<file path="config.mk">
export PLATFORM = sky130hd
export DESIGN_NAME = sigmoid_pipe
export DESIGN_NICKNAME = d
export VERILOG_FILES = /design/src/rtl/neural_fixed_pkg.sv /design/src/rtl/pwl_segment_eval.sv /design/src/rtl/sigmoid_pipe.sv
export SDC_FILE = /design/constraint.sdc
export NUM_CORES = 1
export LEC_CHECK = 0
export CAP_MARGIN = 10
export CELL_PAD_IN_SITES_DETAIL_PLACEMENT = 0
export CELL_PAD_IN_SITES_GLOBAL_PLACEMENT = 1
export CORE_MARGIN = 3
export CORE_UTILIZATION = 49
export CTS_BUF_LIST = sky130_fd_sc_hd__clkbuf_8
export DETAILED_ROUTE_END_ITERATION = 12
export DONT_BUFFER_PORTS = 1
export GPL_ROUTABILITY_DRIVEN = 1
export PLACE_DENSITY = 0.87
export SLEW_MARGIN = 20
export SYNTH_ARGS = -nofsm -noshare
export SYNTH_HDL_FRONTEND = slang
export SYNTH_SLANG_ARGS = --single-unit
</file>
<file path="constraint.sdc">
create_clock -name clk -period 6 [get_ports clk]
set_clock_uncertainty 0.15 [all_clocks]
set_input_delay 0.3 -clock clk [delete_from_list [all_inputs] [get_ports clk]]
set_output_delay 0.3 -clock clk [all_outputs]
set_load 0.01 [all_outputs]
</file>
<file path="src/rtl/neural_fixed_pkg.sv">
// rtl/neural_fixed_pkg.sv - shared fixed-point activation types and PWL constants
package neural_fixed_pkg;

    typedef enum logic {
        ACT_SIGMOID = 1'b0,
        ACT_TANH    = 1'b1
    } act_mode_t;

    localparam int PWL_SEGMENTS = 4;

    function automatic logic [63:0] pwl_one(input int frac);
        return 64'd1 << frac;
    endfunction

    // Upper bound (exclusive) of segment seg; the last segment is unbounded.
    function automatic logic [63:0] pwl_breakpoint(input int seg, input int frac);
        case (seg)
            0:       return 64'd1  << frac;
            1:       return 64'd19 << (frac - 3);
            2:       return 64'd5  << frac;
            default: return '1;
        endcase
    endfunction

    function automatic logic [63:0] pwl_intercept(input int seg, input int frac);
        case (seg)
            0:       return 64'd1  << (frac - 1);
            1:       return 64'd5  << (frac - 3);
            2:       return 64'd27 << (frac - 5);
            default: return 64'd1  << frac;
        endcase
    endfunction

    function automatic int pwl_shift(input int seg);
        case (seg)
            0:       return 2;
            1:       return 3;
            2:       return 5;
            default: return 0;
        endcase
    endfunction

endpackage

</file>
<file path="src/rtl/pwl_segment_eval.sv">
// rtl/pwl_segment_eval.sv - combinational PWL segment select, shift-slope product and intercept
module pwl_segment_eval
    import neural_fixed_pkg::*;
#(
    parameter int WIDTH = 32,
    parameter int FRAC  = 16
) (
    input  logic [WIDTH-1:0] a,
    output logic [WIDTH-1:0] product,
    output logic [WIDTH-1:0] intercept
);

    localparam logic [WIDTH-1:0] BP0 = WIDTH'(pwl_breakpoint(0, FRAC));
    localparam logic [WIDTH-1:0] BP1 = WIDTH'(pwl_breakpoint(1, FRAC));
    localparam logic [WIDTH-1:0] BP2 = WIDTH'(pwl_breakpoint(2, FRAC));
    localparam logic [WIDTH-1:0] IC0 = WIDTH'(pwl_intercept(0, FRAC));
    localparam logic [WIDTH-1:0] IC1 = WIDTH'(pwl_intercept(1, FRAC));
    localparam logic [WIDTH-1:0] IC2 = WIDTH'(pwl_intercept(2, FRAC));
    localparam logic [WIDTH-1:0] IC3 = WIDTH'(pwl_intercept(3, FRAC));

    // a is non-negative, so a logical shift is the truncating slope multiply.
    always_comb begin
        product   = '0;
        intercept = IC3;
        if (a < BP0) begin
            product   = a >> pwl_shift(0);
            intercept = IC0;
        end else if (a < BP1) begin
            product   = a >> pwl_shift(1);
            intercept = IC1;
        end else if (a < BP2) begin
            product   = a >> pwl_shift(2);
            intercept = IC2;
        end
    end

endmodule

</file>
<file path="src/rtl/sigmoid_pipe.sv">
// rtl/sigmoid_pipe.sv - 3-stage pipelined PWL sigmoid/tanh with tag sideband and valid/ready flow control
module sigmoid_pipe
    import neural_fixed_pkg::*;
#(
    parameter int WIDTH = 32,
    parameter int FRAC  = 16,
    parameter int TAG_W = 4
) (
    input  logic             clk,
    input  logic             rst_n,
    input  logic             in_valid,
    output logic             in_ready,
    input  logic [WIDTH-1:0] in_data,
    input  logic             in_mode,
    input  logic [TAG_W-1:0] in_tag,
    output logic             out_valid,
    input  logic             out_ready,
    output logic [WIDTH-1:0] out_data,
    output logic [TAG_W-1:0] out_tag
);

    localparam logic [WIDTH-1:0] MAX_POS = {1'b0, {(WIDTH-1){1'b1}}};
    localparam logic [WIDTH-1:0] MIN_NEG = {1'b1, {(WIDTH-1){1'b0}}};
    localparam logic [WIDTH-1:0] ONE     = WIDTH'(pwl_one(FRAC));

    logic             s1_valid_q, s1_valid_d;
    logic [WIDTH-1:0] s1_a_q, s1_a_d;
    logic             s1_neg_q, s1_neg_d;
    act_mode_t        s1_mode_q, s1_mode_d;
    logic [TAG_W-1:0] s1_tag_q, s1_tag_d;

    logic             s2_valid_q, s2_valid_d;
    logic [WIDTH-1:0] s2_prod_q, s2_prod_d;
    logic [WIDTH-1:0] s2_icpt_q, s2_icpt_d;
    logic             s2_neg_q, s2_neg_d;
    act_mode_t        s2_mode_q, s2_mode_d;
    logic [TAG_W-1:0] s2_tag_q, s2_tag_d;

    logic             out_valid_q, out_valid_d;
    logic [WIDTH-1:0] out_data_q, out_data_d;
    logic [TAG_W-1:0] out_tag_q, out_tag_d;

    logic             advance;
    logic [WIDTH-1:0] abs_x, mag_x;
    logic [WIDTH-1:0] pwl_prod, pwl_icpt;
    logic [WIDTH-1:0] sum, tanh_t, y;

    assign advance   = ~out_valid_q | out_ready;
    assign in_ready  = advance;
    assign out_valid = out_valid_q;
    assign out_data  = out_data_q;
    assign out_tag   = out_tag_q;

    // Stage 1: saturating magnitude; tanh(x) is evaluated as 2*sigmoid(2x)-1.
    always_comb begin
        if (!in_data[WIDTH-1]) begin
            abs_x = in_data;
        end else if (in_data == MIN_NEG) begin
            abs_x = MAX_POS;
        end else begin
            abs_x = -in_data;
        end
        mag_x = abs_x;
        if (act_mode_t'(in_mode) == ACT_TANH) begin
            mag_x = abs_x[WIDTH-2] ? MAX_POS : {abs_x[WIDTH-2:0], 1'b0};
        end
    end

    pwl_segment_eval #(
        .WIDTH (WIDTH),
        .FRAC  (FRAC)
    ) u_pwl (
        .a         (s1_a_q),
        .product   (pwl_prod),
        .intercept (pwl_icpt)
    );

    // Stage 3: s lies in [0.5, 1.0], so folds never overflow.
    always_comb begin
        sum    = s2_prod_q + s2_icpt_q;
        tanh_t = {sum[WIDTH-2:0], 1'b0} - ONE;
        if (s2_mode_q == ACT_TANH) begin
            y = s2_neg_q ? -tanh_t : tanh_t;
        end else begin
            y = s2_neg_q ? (ONE - sum) : sum;
        end
    end

    always_comb begin
        s1_valid_d  = s1_valid_q;
        s1_a_d      = s1_a_q;
        s1_neg_d    = s1_neg_q;
        s1_mode_d   = s1_mode_q;
        s1_tag_d    = s1_tag_q;
        s2_valid_d  = s2_valid_q;
        s2_prod_d   = s2_prod_q;
        s2_icpt_d   = s2_icpt_q;
        s2_neg_d    = s2_neg_q;
        s2_mode_d   = s2_mode_q;
        s2_tag_d    = s2_tag_q;
        out_valid_d = out_valid_q;
        out_data_d  = out_data_q;
        out_tag_d   = out_tag_q;
        if (advance) begin
            s1_valid_d = in_valid;
            if (in_valid) begin
                s1_a_d    = mag_x;
                s1_neg_d  = in_data[WIDTH-1];
                s1_mode_d = act_mode_t'(in_mode);
                s1_tag_d  = in_tag;
            end
            s2_valid_d = s1_valid_q;
            if (s1_valid_q) begin
                s2_prod_d = pwl_prod;
                s2_icpt_d = pwl_icpt;
                s2_neg_d  = s1_neg_q;
                s2_mode_d = s1_mode_q;
                s2_tag_d  = s1_tag_q;
            end
            out_valid_d = s2_valid_q;
            if (s2_valid_q) begin
                out_data_d = y;
                out_tag_d  = s2_tag_q;
            end
        end
    end

    always_ff @(posedge clk) begin
        if (!rst_n) begin
            s1_valid_q  <= 1'b0;
            s1_a_q      <= '0;
            s1_neg_q    <= 1'b0;
            s1_mode_q   <= ACT_SIGMOID;
            s1_tag_q    <= '0;
            s2_valid_q  <= 1'b0;
            s2_prod_q   <= '0;
            s2_icpt_q   <= '0;
            s2_neg_q    <= 1'b0;
            s2_mode_q   <= ACT_SIGMOID;
            s2_tag_q    <= '0;
            out_valid_q <= 1'b0;
            out_data_q  <= '0;
            out_tag_q   <= '0;
        end else begin
            s1_valid_q  <= s1_valid_d;
            s1_a_q      <= s1_a_d;
            s1_neg_q    <= s1_neg_d;
            s1_mode_q   <= s1_mode_d;
            s1_tag_q    <= s1_tag_d;
            s2_valid_q  <= s2_valid_d;
            s2_prod_q   <= s2_prod_d;
            s2_icpt_q   <= s2_icpt_d;
            s2_neg_q    <= s2_neg_d;
            s2_mode_q   <= s2_mode_d;
            s2_tag_q    <= s2_tag_d;
            out_valid_q <= out_valid_d;
            out_data_q  <= out_data_d;
            out_tag_q   <= out_tag_d;
        end
    end

endmodule

</file>
Word-level counts from Yosys, hierarchy flattened
Cells that the tools add are included.

operators by class
  mux-type cells = 13
  equality and inequality tests = 1
  $lt $le $gt $ge = 3
  reductions and logical operators = 3
  add/subtract/negate cells = 5
  bitwise logic cells = 2

operator list
  cell                    number
  $mux 32                 10
  $neg 32->32             2
  $add 32x32->32          1
  $eq 32x32->1 const B    1
  $lt 32x17->1 const B    1
  $lt 32x18->1 const B    1
  $lt 32x19->1 const B    1
  $sub 17x32->32 const A  1
  $sub 32x17->32 const B  1
  $mux 31                 1
  $mux 27                 1
  $mux 17                 1
  $reduce_and 2->1        3
  $not 1->1               1
  $or 1x1->1              1

word-level totals
  output and inout port bits = 38
  flip-flop bits (word level) = 147
  logic and storage cells = 41
  bits of input ports = 41

Logic depth before layout (Yosys ltp)
Gate-level depths: netlist of run 1.

  depth after elaboration = 5
  depth in mapped cells = 17
  depth with buffers taken out = 16

Hierarchy
From an unflattened synthesis of run 1, not the netlist that was laid out.

unflattened totals
  cells, all modules = 1,474
  area total of the unflattened synthesis = 11,254.5 um^2

by module, submodules not included
  module            area each (um^2)  times used  cells an instance
  sigmoid_pipe      10,298.6          1           1,339
  pwl_segment_eval  955.9             1           135

Least setup slack after synthesis of run 1
OpenSTA, ideal clock, no wires.

  kind = flip-flop to flip-flop
  from = register s2_icpt_q[14]
  to = register out_data_q[28] (netlist: out_data[28])
  path slack = 1.488 ns
  data arrival time = 4.293 ns
  buffers on the path = 1
  period minus slack after synthesis = 4.512 ns
  cell stages (with the launch flop) = 17
  cell sequence = dfxtp_1 ha_1 fa_1 a21o_1 a21oi_2 xor2_2 ha_1 clkbuf_1 nor3b_1 a211oi_1 a22oi_2 o21ai_2 or3_4 or3_4 o2111a_1 or4_1 o21ai_1

between the ends
  cells in the longest elaborated chain, start to end = 5
  elaborated cells between the ends (all ways) = 7
  those cells by class = add/sub: 4; mux: 3

RTL lines
  what                    line                 source
  from (decl)             sigmoid_pipe.sv:34   logic [WIDTH-1:0] s2_icpt_q, s2_icpt_d;
  from (signal assigned)  sigmoid_pipe.sv:152  s2_icpt_q <= s2_icpt_d;
  $add 32x32->32 *        sigmoid_pipe.sv:80   sum = s2_prod_q + s2_icpt_q;
  $sub 32x17->32          sigmoid_pipe.sv:81   tanh_t = {sum[WIDTH-2:0], 1'b0} - ONE;
  $neg 32->32             sigmoid_pipe.sv:83   y = s2_neg_q ? -tanh_t : tanh_t;
  $mux 32                 sigmoid_pipe.sv:83
  $mux 32 *               sigmoid_pipe.sv:82   if (s2_mode_q == ACT_TANH) begin
  to (signal assigned)    sigmoid_pipe.sv:157  out_data_q <= out_data_d;
  to (decl)               sigmoid_pipe.sv:40   logic [WIDTH-1:0] out_data_q, out_data_d;

Mark *: on every way between the ends. The rest lies on a longest branch, timed or not.
A chain may end at the register's enable or synchronous reset.

Worst setup path after layout of run 1
Same ends and word-level chain as after synthesis.

==> metrics.md, run 1 <==
| Metric | Value |
|---|---|
| Outcome | finished clean |
| Peak VDD IR | about 0.21 mV |
| Clock root buffer | clkbuf_8 |
| Fmax | 0.209 GHz |
| Post-synthesis sequential area ratio | between 20% and 30% |
| Internal Power | 1330 µW |
| Setup Viol. Count Final | 0 |
| Post-Place Cell Area | 7790 µm² |
| Post-Syn Nets | 1072 |
| Initial DRC count | 540 |
| Max-slew headroom | 28.0% |
| Clock network fraction of total power | 42.7% |
| Die extent in x | 132 µm |
| Cell area after synthesis | 7740 µm² |
| Total power | 1920 µW |
| Die Span Y | 132 µm |
| Element type at the critical path end | flip-flop |
| RSZ-0062 raised after global routing | no |
| Fin crit period | 4.79 ns |
| Final ANT Viol Nets | 0 |
| Vias in the first global route | 6769 |
| Cells after Synth | 1019 |
| Post-CTS setup buffers | 0 |
| Primary FF master, synth | dfxtp_1 |
| First-pass GRT wire length | 34.8 mm |
| Overall routing resource usage | 24.2% |
| Largest net degree at the start of global routing | 78 |
| Clk slew on worst S/H paths | 0.09 ns |
| Leakage | around 0.003 µW |
| Flop pwr share | 43.3% |
| N_diodes | 0 |
| DR DRC count | 0 |
| Vias per cell | 6.11 |
| Pins over their slew limit | 0 |
| Ports | 79 |
| Worst R2R Start | s2_icpt_q[14]$_SDFFE_PN0P_ |
| Initial antenna violation count | 0 |
| DP Wirelength | 14.9 mm |
| Input/output buffers | 0 |
| Post-synth top area share | 29.7% |
| Power share of the combinational group | 14.0% |
| CTS tree | yes |
| Max-Cap Viols | 0 |
| PwrDens | between 200 and 250 nW/µm² |
| Core area | 15300 µm² |
| Initial Utilization | 50.6% |
| Final Net Count | 1038 |
| Largest area contributor in the netlist | dfxtp_1 |
| Crit-path max FO | 11 |
| CTS H-Tree Depth | 4 |
| Worst skew pair latency | 0.46 ns |
| GP Congestion | slightly below 0.9 |
| WS Path Type | reg2reg |
| Crit path arrival time | between 5 and 6 ns |
| Switching pwr | 593 µW |
| Post-synth EDFFs | 0 |
| Layout cells sized above 1 | 7.41% |
| Grt total ovfl | 0 |
| Layout overhead on the synthesized area | 7.35% |
| Hold crit path type | in2reg |
| Routed len/inst | 17.6 µm |
| Longest Clk Path Bufs | 2 |
| DR vias | around 7400 |
| Synth top area cells | dfxtp_1, nand2_1, a21oi_1 |
| Cts bufs inserted | 17 |
| Die area | 17400 µm² |
| Sw Ratio | a little over 30% |
| Clk sinks | 115 |
| Syn_area_per_cell | 7.60 µm² |
| Dpl cells | 1168 |
| Tightest Pin Transition | approximately 1.1 ns |
| Drt pass-1 iters | 5 |
| Yosys warns | 0 |
| Final WL | ~21 mm |
| Setup_tns | 0 ns |
| HP Start | in_mode |
| Synth async-reset ratio | 0% |
| Critical path startpoint category | flip-flop |
| Worst setup path startpoint | s2_icpt_q[14]$_SDFFE_PN0P_ |
| Final std cell area, no fill | 8310 µm² |
| Final Non-Filler Cells | 1209 |
| Final Util | 54.3% |
| Final Hold Fails | 0 |
| Netlist cell types | 83 |
| Period Utilization, post-route | 79.8% |
| Req. time, crit path | 6.24 ns |
| #FFs+latches synth | around 120 |
| Num rows | 45 |
final timing paths:
check / to / slack, ns / depth (start not counted)
max: out_data[28]$_SDFFE_PN0P_ / 1.21 / 15
min: s1_a_q[22]$_SDFFE_PN0P_ / 0.04 / 4
min reg2reg: s2_tag_q[3]$_SDFFE_PN0P_ / 0.30 / 2
max reg2reg: out_data[28]$_SDFFE_PN0P_ / 1.21 / 15
per-layer routing:
layer | global-route usage (%) | up-vias | share of wire [%]
li1 | - | 3676 | -
met1 | 33.4 | 3476 | 48
met2 | 37.7 | 204 | 45
met3 | 4.79 | 37 | 4.8
met4 | 8.75 | 0 | 2.4
met5 | 0 | - | 0
power by group through the flow:
stage | logic (µW) | clock network [µW] | registers, µW
after floorplan | 213 | 0 | 836
after global placement | 256 | 0 | 848
after detailed placement | 257 | 0 | 848
after CTS | 267 | 833 | 830
after global routing | 300 | 869 | 836
final | 269 | 818 | 831
logic make-up (layout without fill, tap and decap cells):
logic type      after synthesis  count (layout)  synth area share, %
mux                          12              12                 1.55
xor+xnor                     75              75                 8.92
simple gates                416             416                 26.3
compound gates              306             306                 27.2
fa+ha+maj                    12              12                 2.04
buf+inv                      83              62                 4.28
flops                       115             115                 29.7
through the flow:
step	hold WS (ns)	setup WS, ns
floorplan	0.282	1.49
global placement	0.286	1.33
detailed placement	0.293	1.23
CTS	0.00384	1.22
global route	0.0382	0.917
finish	0.0406	1.21
cell usage in the layout, fill, tap and decap left out, types with 21 or more instances in the layout:
cell type	instances
xor2_1	34
nand3_1	26
dfxtp_1	114
a211oi_1	22
xnor2_1	38
o211ai_1	21
o21ai_0	53
a21oi_1	90
nor3_1	29
nor2_1	78
nand2_1	169
synthesized netlist by cell type (all sizes together), types with 5 or more instances:
cell type  number
nor2           78
mux2i          12
o2111ai         6
o211a           6
inv            14
a221oi          5
nand2         169
nor3           29
o31ai          18
xor2           36
a21oi          91
o41ai          13
a31oi           8
and3           18
nand3          26
ha             11
dfxtp         115
o21ai          59
or4            10
o221ai         11
a221o          12
and2           10
buf             9
nand4          12
a211oi         24
or3            10
nand2b          5
o211ai         22
nor4           16
nor3b           5
clkbuf         60
xnor2          39
or2             7
nor2b           8
what timing repair did:
| action | 4_1_cts | 5_1_grt |
|---|---|---|
| hold endpoints to repair | 45 | 0 |
| hold buffers | 9 | 0 |
| gates resized for setup | 0 | 0 |
critical path, stage by stage, from the launching register on:
cell      delay [ns]
dfxtp_1         0.37
ha_1            0.27
fa_1            0.45
a21o_1          0.21
a21oi_2         0.17
xor2_2          0.34
ha_1            0.48
nor3b_1         0.23
a211oi_1        0.08
a22oi_2         0.19
o21ai_2         0.09
or3_4           0.41
or3_4           0.42
o2111a_1        0.23
or4_1           0.50
o21ai_1         0.14
layout make-up:
type	instances	area [µm²]
timing repair buffer	16	143
clock inverter	15	204
tap	211	264
clock buffer	17	234
multi-input combinational	821	5110
sequential	115	2300
fill	1587	7000
inverter	14	55.1
sequential cells by signal, indices dropped and copies added (netlist names):
name,flops
s1_mode_q,1
s2_tag_q,4
s2_neg_q,1
s2_prod_q,30
s1_a_q,30
s2_icpt_q,4
s1_valid_q,1
s2_valid_q,1
out_valid,1
s2_mode_q,1
s1_tag_q,4
out_tag,4
s1_neg_q,1
out_data,32
Power figures use the tool's default switching activity.
==> inputs of run 2 (changes only) <==
Settings changed: CORE_UTILIZATION 49 to 44, PLACE_DENSITY 0.87 to 0.82.
Clock period 6 ns to 4.1 ns, I/O delays scaled along.
==> run 2 against run 1 <==
- wire length up 8.4%
- sequential share of layout area fell by 2.3 points
- design area increased by 9.3%
- maximum frequency up 20%
- clock power rose by 25%
- non-clock buffer count increased by 81
- register-to-register slack worse by 1.1 ns
==> metrics.md, run 2 (synthesis results as in run 1) <==
| Metric | Value |
|---|---|
| Outcome | finished clean |
| Element type at the critical path end | flip-flop |
| Die extent in x | 139 µm (+5.3%) |
| Worst Hold Slack | 0.0204 ns (-0.0202 ns) |
| Core area | 16900 µm² (+10%) |
| Peak VDD IR | 0.296 mV (+42%) |
| Final Hold Fails | 0 (unchanged) |
| Layout cells sized above 1 | 14.2% (+6.8 points) |
| Final ANT Viol Nets | 0 (unchanged) |
| Longest Clk Path Bufs | 2 (unchanged) |
| DR DRC count | 0 (unchanged) |
| Fin crit period | 3.97 ns (-0.814 ns) |
| Routed len/inst | 17.7 µm (+0.87%) |
| Final Net Count | 1119 (+7.8%) |
| GP Congestion | 0.898 (+2.8%) |
| Clk slew on worst S/H paths | 0.09 ns (about the same) |
| Initial Utilization | 45.9% (-4.7 points) |
| Most frequent cells in the layout | nand2_1, dfxtp_1, a21oi_1 |
| Largest net degree at the start of global routing | 67 (-14%) |
| Period Utilization, post-route | 96.9% (+17 points) |
| RSZ-0062 raised after global routing | yes |
| Most frequent cell on the critical path | buf_4 |
| R2R Setup Slk | 0.13 ns (-1.09 ns) |
| First-pass GRT wire length | 37.5 mm (+7.5%) |
| Cell Chain, Critical Path | ha_4, fa_2, a21o_1, a21oi_2, xor2_2, buf_4, inv_2, buf_4, a211o_1, nor4b_4, o41ai_2, or2_1, nor4_4, nor4_1, o41ai_1 |
| Crit path max-delay family | compound AO/OA/AOI/OAI gates |
| HP Start | in_data[11] |
| Overall routing resource usage | 23.4% (-0.76 points) |
| Leakage | 0.00335 µW (+11%) |
| Bufs and invs on worst path | 3 (+3) |
| Num rows | 47 (+4.4%) |
| Crit path largest cell delay | 0.43 ns (-0.07 ns) |
| Tightest Pin Transition | 0.926 ns (-0.152 ns) |
| Max FFs per register | 32 (unchanged) |
| Die area | 19200 µm² (+11%) |
| Final Util | 53.8% (-0.46 points) |
| Req. time, crit path | 4.31 ns (-1.93 ns) |
| Crit path arrival time | 4.19 ns (-0.84 ns) |
| PwrDens | 296 nW/µm² (+29%) |
| Worst skew pair latency | 0.45 ns (about the same) |
| Vias in the first global route | 7158 (+5.7%) |
| Initial antenna violation count | 0 (unchanged) |
| Final std cell area, no fill | 9080 µm² (+9.3%) |
| Worst setup path startpoint | s2_icpt_q[14]$_SDFFE_PN0P_ |
| Layout overhead on the synthesized area | 17.3% |
| CTS tree | yes |
| Drt pass-1 iters | 5 (unchanged) |
| CTS H-Tree Depth | 4 (unchanged) |
| Pins over their slew limit | 0 (unchanged) |
| Final setup margin | 0.127 ns (-1.09 ns) |
| Fmax | 0.252 GHz (+20%) |
| Hold crit path type | in2reg |
| Final WL | 23.0 mm (+8.4%) |
| Cts bufs inserted | 17 (unchanged) |
| Slowest cell on the critical path | fa_2 |
| Input/output buffers | 0 (unchanged) |
| Ports | 79 (unchanged) |
| Critical path startpoint category | flip-flop |
| Clk sinks | 115 (unchanged) |
| Fill cells | 1658 (+4.5%) |
| Most common cell after layout, fill and taps aside | nand2_1 |
| Setup Viol. Count Final | 0 (unchanged) |
| Post-Place Cell Area | 8230 µm² (+5.7%) |
| N_diodes | 0 (unchanged) |
| Max-Cap Viols | 0 (unchanged) |
| Die Span Y | 139 µm (+5.3%) |
| DP Wirelength | 16.6 mm (+11%) |
| Initial DRC count | 466 (-14%) |
| Total power | 2690 µW (+40%) |
| Worst R2R Start | s2_icpt_q[14]$_SDFFE_PN0P_ |
| Grt total ovfl | 0 (unchanged) |
| WS Path Type | reg2reg |
| Max-slew headroom | 38.1% (+10 points) |
| DR vias | 7646 (+3.4%) |
| Placement Setup Slack | 0.0500 ns (-1.18 ns) |
| Clock root buffer | clkbuf_8 |
| Vias per cell | 5.89 (-3.7%) |
| Crit-path max FO | 6 (-5) |
## run 2: worst reg2reg max path, stage by stage (launching register included)
cell and delay, ns:
dfxtp_4 0.36, ha_4 0.18, fa_2 0.43, a21o_1 0.21, a21oi_2 0.20, xor2_2 0.22, buf_4 0.19, inv_2 0.06
buf_4 0.16, a211o_1 0.27, nor4b_4 0.26, o41ai_2 0.12, or2_1 0.29, nor4_4 0.37, nor4_1 0.08, o41ai_1 0.33
## run 2: metal layers
metal / track usage (%) / vias up / part of all wire, %
met3: 4.34 / 36 / 4.6
met1: 32.6 / 3599 / 47
met5: 0 / - / 0
met2: 37.0 / 183 / 47
li1: - / 3828 / -
met4: 7.31 / 0 / 2.0
## run 2: per-stage QoR
stage,std cells,TNS [ns]
after floorplan,1019,0
after global placement,1229,0
after detailed placement,1229,0
after CTS,1293,0
after global routing,1299,-0.203
final,1299,0
## run 2: final cells by class
| type | count | area (µm²) | share of cell area, % |
|---|---|---|---|
| multi-input cells | 821 | 5260 | 57.8 |
| clock buffers | 18 | 248 | 2.73 |
| well taps | 220 | 275 | 3.03 |
| repair buffers | 97 | 812 | 8.94 |
| inverters | 14 | 55.1 | 0.606 |
| flip-flops and latches | 115 | 2310 | 25.4 |
| clock inverters | 14 | 131 | 1.45 |
## run 2: timing repair
action / CTS / global route
hold buffers: 32 / 0
hold endpoints to repair: 67 / 0
buffers inserted: 0 / 6
setup endpoints to repair: 0 / 7
resized for setup: 0 / 23
## run 2: path summary, 6_finish.rpt
check,endpoint,cells after the start
worst min register to register,s1_a_q[23]$_SDFFE_PN0P_,2
worst max-delay path,out_data[29]$_SDFFE_PN0P_,15
worst max register to register,out_data[29]$_SDFFE_PN0P_,15
worst min-delay path,s1_a_q[12]$_SDFFE_PN0P_,4
## run 2: where the power goes
part / switching, µW / internal [µW] / leakage [µW]
sequential: 49.2 / 1170 / 0.000940
clock: 521 / 499 / 0.000182
combinational: 271 / 188 / 0.00223
